## config.mk

```make
export PLATFORM = sky130hd
export DESIGN_NAME = dadda_mul_arbiter_flat
export DESIGN_NICKNAME = d
export VERILOG_FILES = /design/src/rtl/dadda_mul_arbiter_pkg.sv /design/src/rtl/dadda_mul_arbiter_if.sv /design/src/rtl/dadda_6.sv /design/src/rtl/dadda_mul_arbiter_rr_arbiter.sv /design/src/rtl/dadda_mul_arbiter.sv /design/src/flat_wrapper.sv
export SDC_FILE = /design/constraint.sdc
export NUM_CORES = 1
export LEC_CHECK = 0
export CAP_MARGIN = 20
export CELL_PAD_IN_SITES_DETAIL_PLACEMENT = 0
export CELL_PAD_IN_SITES_GLOBAL_PLACEMENT = 1
export CORE_MARGIN = 2
export CORE_UTILIZATION = 35
export DETAILED_ROUTE_END_ITERATION = 10
export HOLD_SLACK_MARGIN = 0.15
export PLACE_DENSITY_LB_ADDON = 0.1
export SLEW_MARGIN = 20
export SYNTH_ARGS = -nofsm -noshare
export SYNTH_HDL_FRONTEND = slang
export SYNTH_SLANG_ARGS = --single-unit
```

## constraint.sdc

```tcl
create_clock -name clk -period 7 [get_ports clk]
set_input_delay 1.4 -clock clk [delete_from_list [all_inputs] [get_ports clk]]
set_output_delay 1.4 -clock clk [all_outputs]
set_load 0.02 [all_outputs]
```

## src/rtl/dadda_mul_arbiter_pkg.sv

```systemverilog
// dadda_arb_pkg: shared widths, pipeline stage records and the round-robin
// pick function used by the dadda_mul_arbiter slice.
//   MUL_W / PROD_W : operand and product width of the dadda_6 core
//   s0_t           : operand stage record {id, a, b}
//   s1_t           : result stage record {id, product}
//   rr_pick        : first set bit of valid at or after ptr, wrapping mod n
package dadda_arb_pkg;

  localparam int unsigned MUL_W    = 6;
  localparam int unsigned PROD_W   = 12;
  localparam int unsigned MAX_REQ  = 8;
  localparam int unsigned ID_MAX_W = 3;

  typedef struct packed {
    logic [ID_MAX_W-1:0] id;
    logic [MUL_W-1:0]    a;
    logic [MUL_W-1:0]    b;
  } s0_t;

  typedef struct packed {
    logic [ID_MAX_W-1:0] id;
    logic [PROD_W-1:0]   product;
  } s1_t;

  // Returns ptr itself when nothing is valid; callers gate on |valid.
  function automatic logic [ID_MAX_W-1:0] rr_pick(
    input logic [MAX_REQ-1:0]  valid,
    input logic [ID_MAX_W-1:0] ptr,
    input int unsigned         n
  );
    logic [ID_MAX_W-1:0] win;
    logic                found;
    int unsigned         j;
    win   = ptr;
    found = 1'b0;
    for (int unsigned k = 0; k < n; k++) begin
      j = (32'(ptr) + k) % n;
      if (!found && valid[j[ID_MAX_W-1:0]]) begin
        win   = j[ID_MAX_W-1:0];
        found = 1'b1;
      end
    end
    return win;
  endfunction

endpackage

```

## src/rtl/dadda_mul_arbiter_if.sv

```systemverilog
// Interfaces for the dadda_mul_arbiter slice.
//   dadda_arb_if  : requester/response bus.
//     master = clients side (drive req_valid/req_a/req_b/rsp_ready)
//     slave  = arbiter side (drive req_ready/rsp_valid/rsp_id/rsp_product/busy)
//   if_multiplier : operand/product link to the dadda_6 core.
//     mul_side  = multiplier (consumes a/b, produces product/overflow)
//     core_side = user of the multiplier
interface dadda_arb_if #(
  parameter int unsigned NUM_REQ = 4,
  parameter int unsigned WIDTH   = 6
);
  localparam int unsigned ID_W = $clog2(NUM_REQ);

  logic [NUM_REQ-1:0]            req_valid;
  logic [NUM_REQ-1:0]            req_ready;
  logic [NUM_REQ-1:0][WIDTH-1:0] req_a;
  logic [NUM_REQ-1:0][WIDTH-1:0] req_b;
  logic                          rsp_valid;
  logic                          rsp_ready;
  logic [ID_W-1:0]               rsp_id;
  logic [2*WIDTH-1:0]            rsp_product;
  logic                          busy;

  modport master (
    output req_valid, req_a, req_b, rsp_ready,
    input  req_ready, rsp_valid, rsp_id, rsp_product, busy
  );

  modport slave (
    input  req_valid, req_a, req_b, rsp_ready,
    output req_ready, rsp_valid, rsp_id, rsp_product, busy
  );
endinterface

interface if_multiplier #(
  parameter int unsigned W = 6
);
  logic [W-1:0]   a;
  logic [W-1:0]   b;
  logic [2*W-1:0] product;
  logic           overflow;

  modport mul_side  (input  a, b, output product, overflow);
  modport core_side (output a, b, input  product, overflow);
endinterface

```

## src/rtl/dadda_6.sv

```systemverilog
// dadda_6: combinational 6x6 unsigned multiplier.
// Partial-product rows are accumulated; synthesis maps the row sum onto a
// carry-save compression tree with a final carry-propagate adder.
//   mul.a, mul.b    : operands
//   mul.product     : full 12-bit product
//   mul.overflow    : product does not fit in 6 bits
module dadda_6
  import dadda_arb_pkg::*;
(
  if_multiplier.mul_side mul
);

  logic [PROD_W-1:0] acc;

  always_comb begin
    acc = '0;
    for (int unsigned i = 0; i < MUL_W; i++) begin
      if (mul.b[i]) acc = acc + (PROD_W'(mul.a) << i);
    end
    mul.product  = acc;
    mul.overflow = |acc[PROD_W-1:MUL_W];
  end

endmodule

```

## src/rtl/dadda_mul_arbiter_rr_arbiter.sv

```systemverilog
// rr_arbiter: combinational round-robin grant.
//   valid  : request vector
//   ptr    : highest-priority index this cycle
//   enable : grant may be issued
//   grant  : one-hot grant, zero when disabled or nothing valid
//   index  : winning index (meaningful only when grant != 0)
module rr_arbiter
  import dadda_arb_pkg::*;
#(
  parameter int unsigned N = 4,
  localparam int unsigned IW = $clog2(N)
) (
  input  logic [N-1:0]  valid,
  input  logic [IW-1:0] ptr,
  input  logic          enable,
  output logic [N-1:0]  grant,
  output logic [IW-1:0] index
);

  logic [MAX_REQ-1:0]  valid_ext;
  logic [ID_MAX_W-1:0] ptr_ext;

  always_comb begin
    valid_ext        = '0;
    valid_ext[N-1:0] = valid;
    ptr_ext          = '0;
    ptr_ext[IW-1:0]  = ptr;
    index            = IW'(rr_pick(valid_ext, ptr_ext, N));
    grant            = '0;
    if (enable && (|valid)) grant[index] = 1'b1;
  end

endmodule

```

## src/rtl/dadda_mul_arbiter.sv

```systemverilog
// dadda_mul_arbiter: shares one dadda_6 multiplier between NUM_REQ
// requesters. Round-robin grant into S0 {id,a,b}; the product is registered
// into S1 {id,product}, which drives the response channel directly.
//   clk, rst_n      : clock, asynchronous active-low reset
//   bus (slave)     : req_valid/req_ready/req_a/req_b per requester,
//                     rsp_valid/rsp_ready/rsp_id/rsp_product, busy
// Optional (DADDA_ARB_PERF_EN):
//   grant_cnt       : per-requester saturating transfer counters
//   stall_cnt       : saturating count of cycles with rsp_valid & !rsp_ready
module dadda_mul_arbiter
  import dadda_arb_pkg::*;
#(
  parameter int unsigned NUM_REQ = 4,
  parameter int unsigned WIDTH   = 6
) (
  input  logic                     clk,
  input  logic                     rst_n,
  dadda_arb_if.slave               bus
`ifdef DADDA_ARB_PERF_EN
  ,
  output logic [NUM_REQ-1:0][15:0] grant_cnt,
  output logic [15:0]              stall_cnt
`endif
);

  localparam int unsigned ID_W = $clog2(NUM_REQ);

  if (WIDTH != MUL_W) begin : g_width_check
    $error("dadda_mul_arbiter: WIDTH must equal the dadda_6 operand width");
  end

  s0_t               s0_q;
  s1_t               s1_q;
  logic              s0_valid;
  logic              s1_valid;
  logic [ID_W-1:0]   rr_ptr;
  logic [ID_W-1:0]   win_idx;
  logic [ID_W-1:0]   next_ptr;
  logic [NUM_REQ-1:0] grant;
  logic              s0_adv;
  logic              s1_adv;
  logic              arb_en;
  logic              xfer;

  if_multiplier #(.W(MUL_W)) mul_if ();

  dadda_6 u_mul (
    .mul (mul_if.mul_side)
  );

  assign mul_if.a = s0_q.a;
  assign mul_if.b = s0_q.b;

  // rst_n gates the arbiter so req_ready drops the moment reset asserts.
  always_comb begin
    s1_adv   = !s1_valid || bus.rsp_ready;
    s0_adv   = !s0_valid || s1_adv;
    arb_en   = s0_adv && rst_n;
    xfer     = |grant;
    next_ptr = (win_idx == ID_W'(NUM_REQ - 1)) ? '0 : win_idx + 1'b1;
  end

  rr_arbiter #(.N(NUM_REQ)) u_arb (
    .valid  (bus.req_valid),
    .ptr    (rr_ptr),
    .enable (arb_en),
    .grant  (grant),
    .index  (win_idx)
  );

  always_ff @(posedge clk or negedge rst_n) begin
    if (!rst_n) begin
      s0_q     <= '0;
      s1_q     <= '0;
      s0_valid <= 1'b0;
      s1_valid <= 1'b0;
      rr_ptr   <= '0;
    end else begin
      if (xfer) begin
        s0_q.id  <= ID_MAX_W'(win_idx);
        s0_q.a   <= bus.req_a[win_idx];
        s0_q.b   <= bus.req_b[win_idx];
        s0_valid <= 1'b1;
        rr_ptr   <= next_ptr;
      end else if (s0_adv) begin
        s0_valid <= 1'b0;
      end
      if (s1_adv) begin
        s1_q.id      <= s0_q.id;
        s1_q.product <= mul_if.product;
        s1_valid     <= s0_valid;
      end
    end
  end

  always_comb begin
    bus.req_ready   = grant;
    bus.rsp_valid   = s1_valid;
    bus.rsp_id      = ID_W'(s1_q.id);
    bus.rsp_product = s1_q.product;
    bus.busy        = s0_valid || s1_valid;
  end

`ifdef DADDA_ARB_PERF_EN
  always_ff @(posedge clk or negedge rst_n) begin
    if (!rst_n) begin
      grant_cnt <= '0;
      stall_cnt <= '0;
    end else begin
      for (int unsigned i = 0; i < NUM_REQ; i++) begin
        if (grant[i] && bus.req_valid[i] && (grant_cnt[i] != 16'hFFFF))
          grant_cnt[i] <= grant_cnt[i] + 16'd1;
      end
      if (s1_valid && !bus.rsp_ready && (stall_cnt != 16'hFFFF))
        stall_cnt <= stall_cnt + 16'd1;
    end
  end
`endif

endmodule

```

## src/flat_wrapper.sv

```systemverilog
// flat-port wrapper written by rule: the top's interface ports become plain ports
module dadda_mul_arbiter_flat import dadda_arb_pkg::*;
#(
  parameter int unsigned NUM_REQ = 4,
  parameter int unsigned WIDTH   = 6
)
  (clk, rst_n, bus_req_valid, bus_req_a, bus_req_b, bus_rsp_ready, bus_req_ready, bus_rsp_valid, bus_rsp_id, bus_rsp_product, bus_busy);
  dadda_arb_if #(.NUM_REQ(NUM_REQ), .WIDTH(WIDTH)) bus_i ();
  input  logic clk;
  input  logic rst_n;
  input wire logic [$bits(bus_i.req_valid)-1:0] bus_req_valid;
  input wire logic [$bits(bus_i.req_a)-1:0] bus_req_a;
  input wire logic [$bits(bus_i.req_b)-1:0] bus_req_b;
  input wire logic [$bits(bus_i.rsp_ready)-1:0] bus_rsp_ready;
  output wire logic [$bits(bus_i.req_ready)-1:0] bus_req_ready;
  output wire logic [$bits(bus_i.rsp_valid)-1:0] bus_rsp_valid;
  output wire logic [$bits(bus_i.rsp_id)-1:0] bus_rsp_id;
  output wire logic [$bits(bus_i.rsp_product)-1:0] bus_rsp_product;
  output wire logic [$bits(bus_i.busy)-1:0] bus_busy;
  assign bus_i.req_valid = bus_req_valid;
  assign bus_i.req_a = bus_req_a;
  assign bus_i.req_b = bus_req_b;
  assign bus_i.rsp_ready = bus_rsp_ready;
  assign bus_req_ready = bus_i.req_ready;
  assign bus_rsp_valid = bus_i.rsp_valid;
  assign bus_rsp_id = bus_i.rsp_id;
  assign bus_rsp_product = bus_i.rsp_product;
  assign bus_busy = bus_i.busy;
  dadda_mul_arbiter #(.NUM_REQ(NUM_REQ), .WIDTH(WIDTH)) u_core (.clk(clk), .rst_n(rst_n), .bus(bus_i));
endmodule
```

==> flow_summary.json <==
{
  "syn_nets": 472,
  "detail-route-antenna-nets": 0,
  "grt_setup_unrepaired": "false",
  "gp_congestion": 0.876,
  "critical_path_buf_inv_count": 4,
  "rrSetupSlack_ns": 0.49,
  "setup_slack_ns": 0.494,
  "tns_ns": 0,
  "use_met3": 0.0323,
  "start_kind": "flip-flop",
  "crit_type": "flip-flop to flip-flop",
  "antenna_cells": 0,
  "vias_per_cell": 5.17,
  "cts_tree": "built",
  "fin_nets": 544,
  "cts_buffers": 5,
  "min_path_type": "flip-flop to flip-flop",
  "first_iter_violations": 70,
  "rows": 36,
  "setup_viol": 0,
  "ys_ff_latch": 32,
  "io_buffer_count": 74,
  "period_share": 0.929,
  "cp_num_cells": 31,
  "totalWireLength_um": 9280,
  "status": "finished clean",
  "route.detailed.drc": 0,
  "grt_pass1_vias": 3091,
  "syn_to_final_growth_pct": 28.3,
  "worstRegToRegCells": 31,
  "worstHoldPathCells": 2,
  "drive_gt1_frac": 0.113,
  "synth-seq-area-share": 0.232,
  "finalHoldViolCount": 0,
  "avgSynthCellArea_sq_um": 9.07,
  "grt_overflow_total": 0,
  "synth_cell_types": 65,
  "critPathMaxFanout": 11,
  "grt_max_degree": 34,
  "pin_count": 75,
  "tightest_slew_ns": 0.956,
  "slew_viol_final": 0,
  "gr-usage-all-layers": 0.187,
  "synthArstFlopShare": 1.00,
  "fp.dieH_um": 103,
  "cts_max_level": 2,
  "die_area_sq_um": 10700,
  "ys.flop_type": "dfrtp_1",
  "slowest_stage": "dfrtp_1",
  "hpwl_um": 7300,
  "netlist_area_sq_um": 3450,
  "post-place-ws_ns": 0.343,
  "first_pass_iters": 4,
  "grt_pass1_wl_um": 15500,
  "clock_path_buffers": 2,
  "slew_headroom": 0.363,
  "insertion_delay_ns": 0.29,
  "cts_root_buffer": "clkbuf_8",
  "antenna_found_initial": 0,
  "dr_total_vias": 3028,
  "slowest_delay_ns": 0.52,
  "min_period_ns": 6.51,
  "fin_skew_ns": 0.00626,
  "start_util": 0.356,
  "cts_sinks": 32,
  "core_sq_um": 9680,
  "postLayoutCoreUtil": 0.457,
  "synth_edf_count": 0,
  "grt_util_met2": 0.329,
  "fmax_mhz": 154,
  "cp.arrival_ns": 6.69,
  "syn_inst": 380,
  "gr-max-usage-layer": "met2",
  "die-width_um": 103,
  "critical_path_required_ns": 7.18,
  "path_clk_slew_ns": 0.08,
  "yosys_warnings": 0,
  "end_kind": "flip-flop",
  "maxCapViolations": 0,
  "grt_use_met1": 0.239,
  "cp_top_family": "adder cells",
  "wire_per_inst_um": 15.8
}
## cell usage after synthesis, types with 3 or more instances
cell | count | share of area
ha_1 | 32 | 0.12
o2bb2ai_1 | 3 | 0.0076
buf_2 | 4 | 0.0058
a21o_1 | 8 | 0.017
nand2_1 | 28 | 0.031
or2_2 | 3 | 0.0054
nor2b_1 | 8 | 0.015
o21a_1 | 4 | 0.0087
mux2_2 | 17 | 0.056
clkbuf_1 | 5 | 0.0054
nand3_1 | 5 | 0.0073
a31oi_1 | 6 | 0.011
o21ai_0 | 18 | 0.026
a211oi_1 | 5 | 0.011
inv_1 | 20 | 0.022
fa_1 | 5 | 0.029
mux2i_1 | 41 | 0.12
xnor2_1 | 9 | 0.023
nor2_1 | 21 | 0.023
o31ai_2 | 3 | 0.011
xor2_1 | 3 | 0.0076
nor3_1 | 5 | 0.0073
nand2b_1 | 7 | 0.013
buf_4 | 4 | 0.0087
a221o_1 | 3 | 0.0087
a21oi_1 | 27 | 0.039
o21bai_1 | 3 | 0.0065
and2_1 | 10 | 0.018
dfrtp_1 | 32 | 0.23
## worst reg2reg max path, delay by kind of cell, from the launching register on
kind / cells / cell delay, ns
simple gates: 8 / 1.38
xor+xnor: 2 / 0.42
mux: 1 / 0.09
fa+ha+maj: 6 / 1.93
compound gates: 10 / 1.72
flops: 1 / 0.52
buf+inv: 4 / 0.35
## routing by layer
metal	share of wire	routed length (um)
met1	0.45	4170
met2	0.49	4580
met3	0.044	410
met4	0.013	120
met5	0	0
## stage by stage
stage	cell area [sq um]	cells	hold WS [ns]
after floorplan	3450	380	0.442
after global placement	4310	578	0.453
after detailed placement	4310	578	0.460
after CTS	4410	586	0.474
after global routing	4420	586	0.507
final	4420	586	0.476
## worst paths after layout
kind | from | endpoint
max | u_core.mul_if.b[0]$_DFFE_PN0P_ | u_core.bus.rsp_product[10]$_DFFE_PN0P_
min | u_core.s0_q[13]$_DFFE_PN0P_ | u_core.bus.rsp_id[1]$_DFFE_PN0P_
max reg2reg | u_core.mul_if.b[0]$_DFFE_PN0P_ | u_core.bus.rsp_product[10]$_DFFE_PN0P_
min reg2reg | u_core.s0_q[13]$_DFFE_PN0P_ | u_core.bus.rsp_id[1]$_DFFE_PN0P_
max in group asynchronous | rst_n | u_core.mul_if.a[1]$_DFFE_PN0P_
min in group asynchronous | rst_n | u_core.bus.rsp_product[9]$_DFFE_PN0P_
## cell families (layout without fill, tap and decap cells)
| family | Yosys count | after routing | share of synthesized area |
|---|---|---|---|
| XOR/XNOR | 12 | 12 | 0.0305 |
| adder cells (fa/ha/maj) | 37 | 37 | 0.145 |
| multiplexers | 59 | 59 | 0.178 |
| buffers and inverters | 39 | 112 | 0.0574 |
| AND/OR/NAND/NOR | 96 | 96 | 0.139 |
| AO/OA/AOI/OAI | 105 | 105 | 0.217 |
| flip-flops | 32 | 32 | 0.232 |
## repair_timing
action / 4_1_cts / 5_1_grt
buffers inserted: 0 / 0
endpoints found under the setup margin: 0 / 4
hold buffers: 0 / 0
resized for setup: 0 / 3
## final cells by class
| class | count | area (sq um) |
|---|---|---|
| clock buffers | 6 | 82.6 |
| clock inverters | 2 | 15.0 |
| fillers | 955 | 5260 |
| inverters | 21 | 78.8 |
| multi-input cells | 309 | 2470 |
| flip-flops and latches | 32 | 802 |
| well taps | 133 | 166 |
| repair buffers | 83 | 808 |
## flip-flops by register name, indices dropped and copies added, names as in the netlist
name / flops
u_core.bus.rsp_product: 12
u_core.mul_if.a: 6
u_core.mul_if.b: 6
u_core.bus.rsp_id: 2
u_core.rr_ptr: 2
u_core.s0_q: 2
u_core.bus.rsp_valid: 1
u_core.s0_valid: 1
## layout by cell type (no fill, tap or decap), drive strengths merged, types with 4 or more instances in the layout
cell,Yosys,final
mux2i,41,41
nand2,28,28
dfrtp,32,32
o21ai,19,19
nand2b,7,7
nand3,5,5
fa,5,5
mux2,18,18
buf,13,9
a31oi,6,6
a211oi,6,6
xnor2,9,9
o21bai,4,4
o21a,4,4
ha,32,32
and2,10,10
o31ai,5,5
a21oi,27,27
clkbuf,5,6
nor2,22,22
a21o,8,8
inv,20,20
nor2b,8,8
clkdlybuf4s50,0,74
nor3,5,5
Power is left out: the tool's default activity adds up to more than one toggle a clock period on the data nets, which glitch-free logic cannot reach.
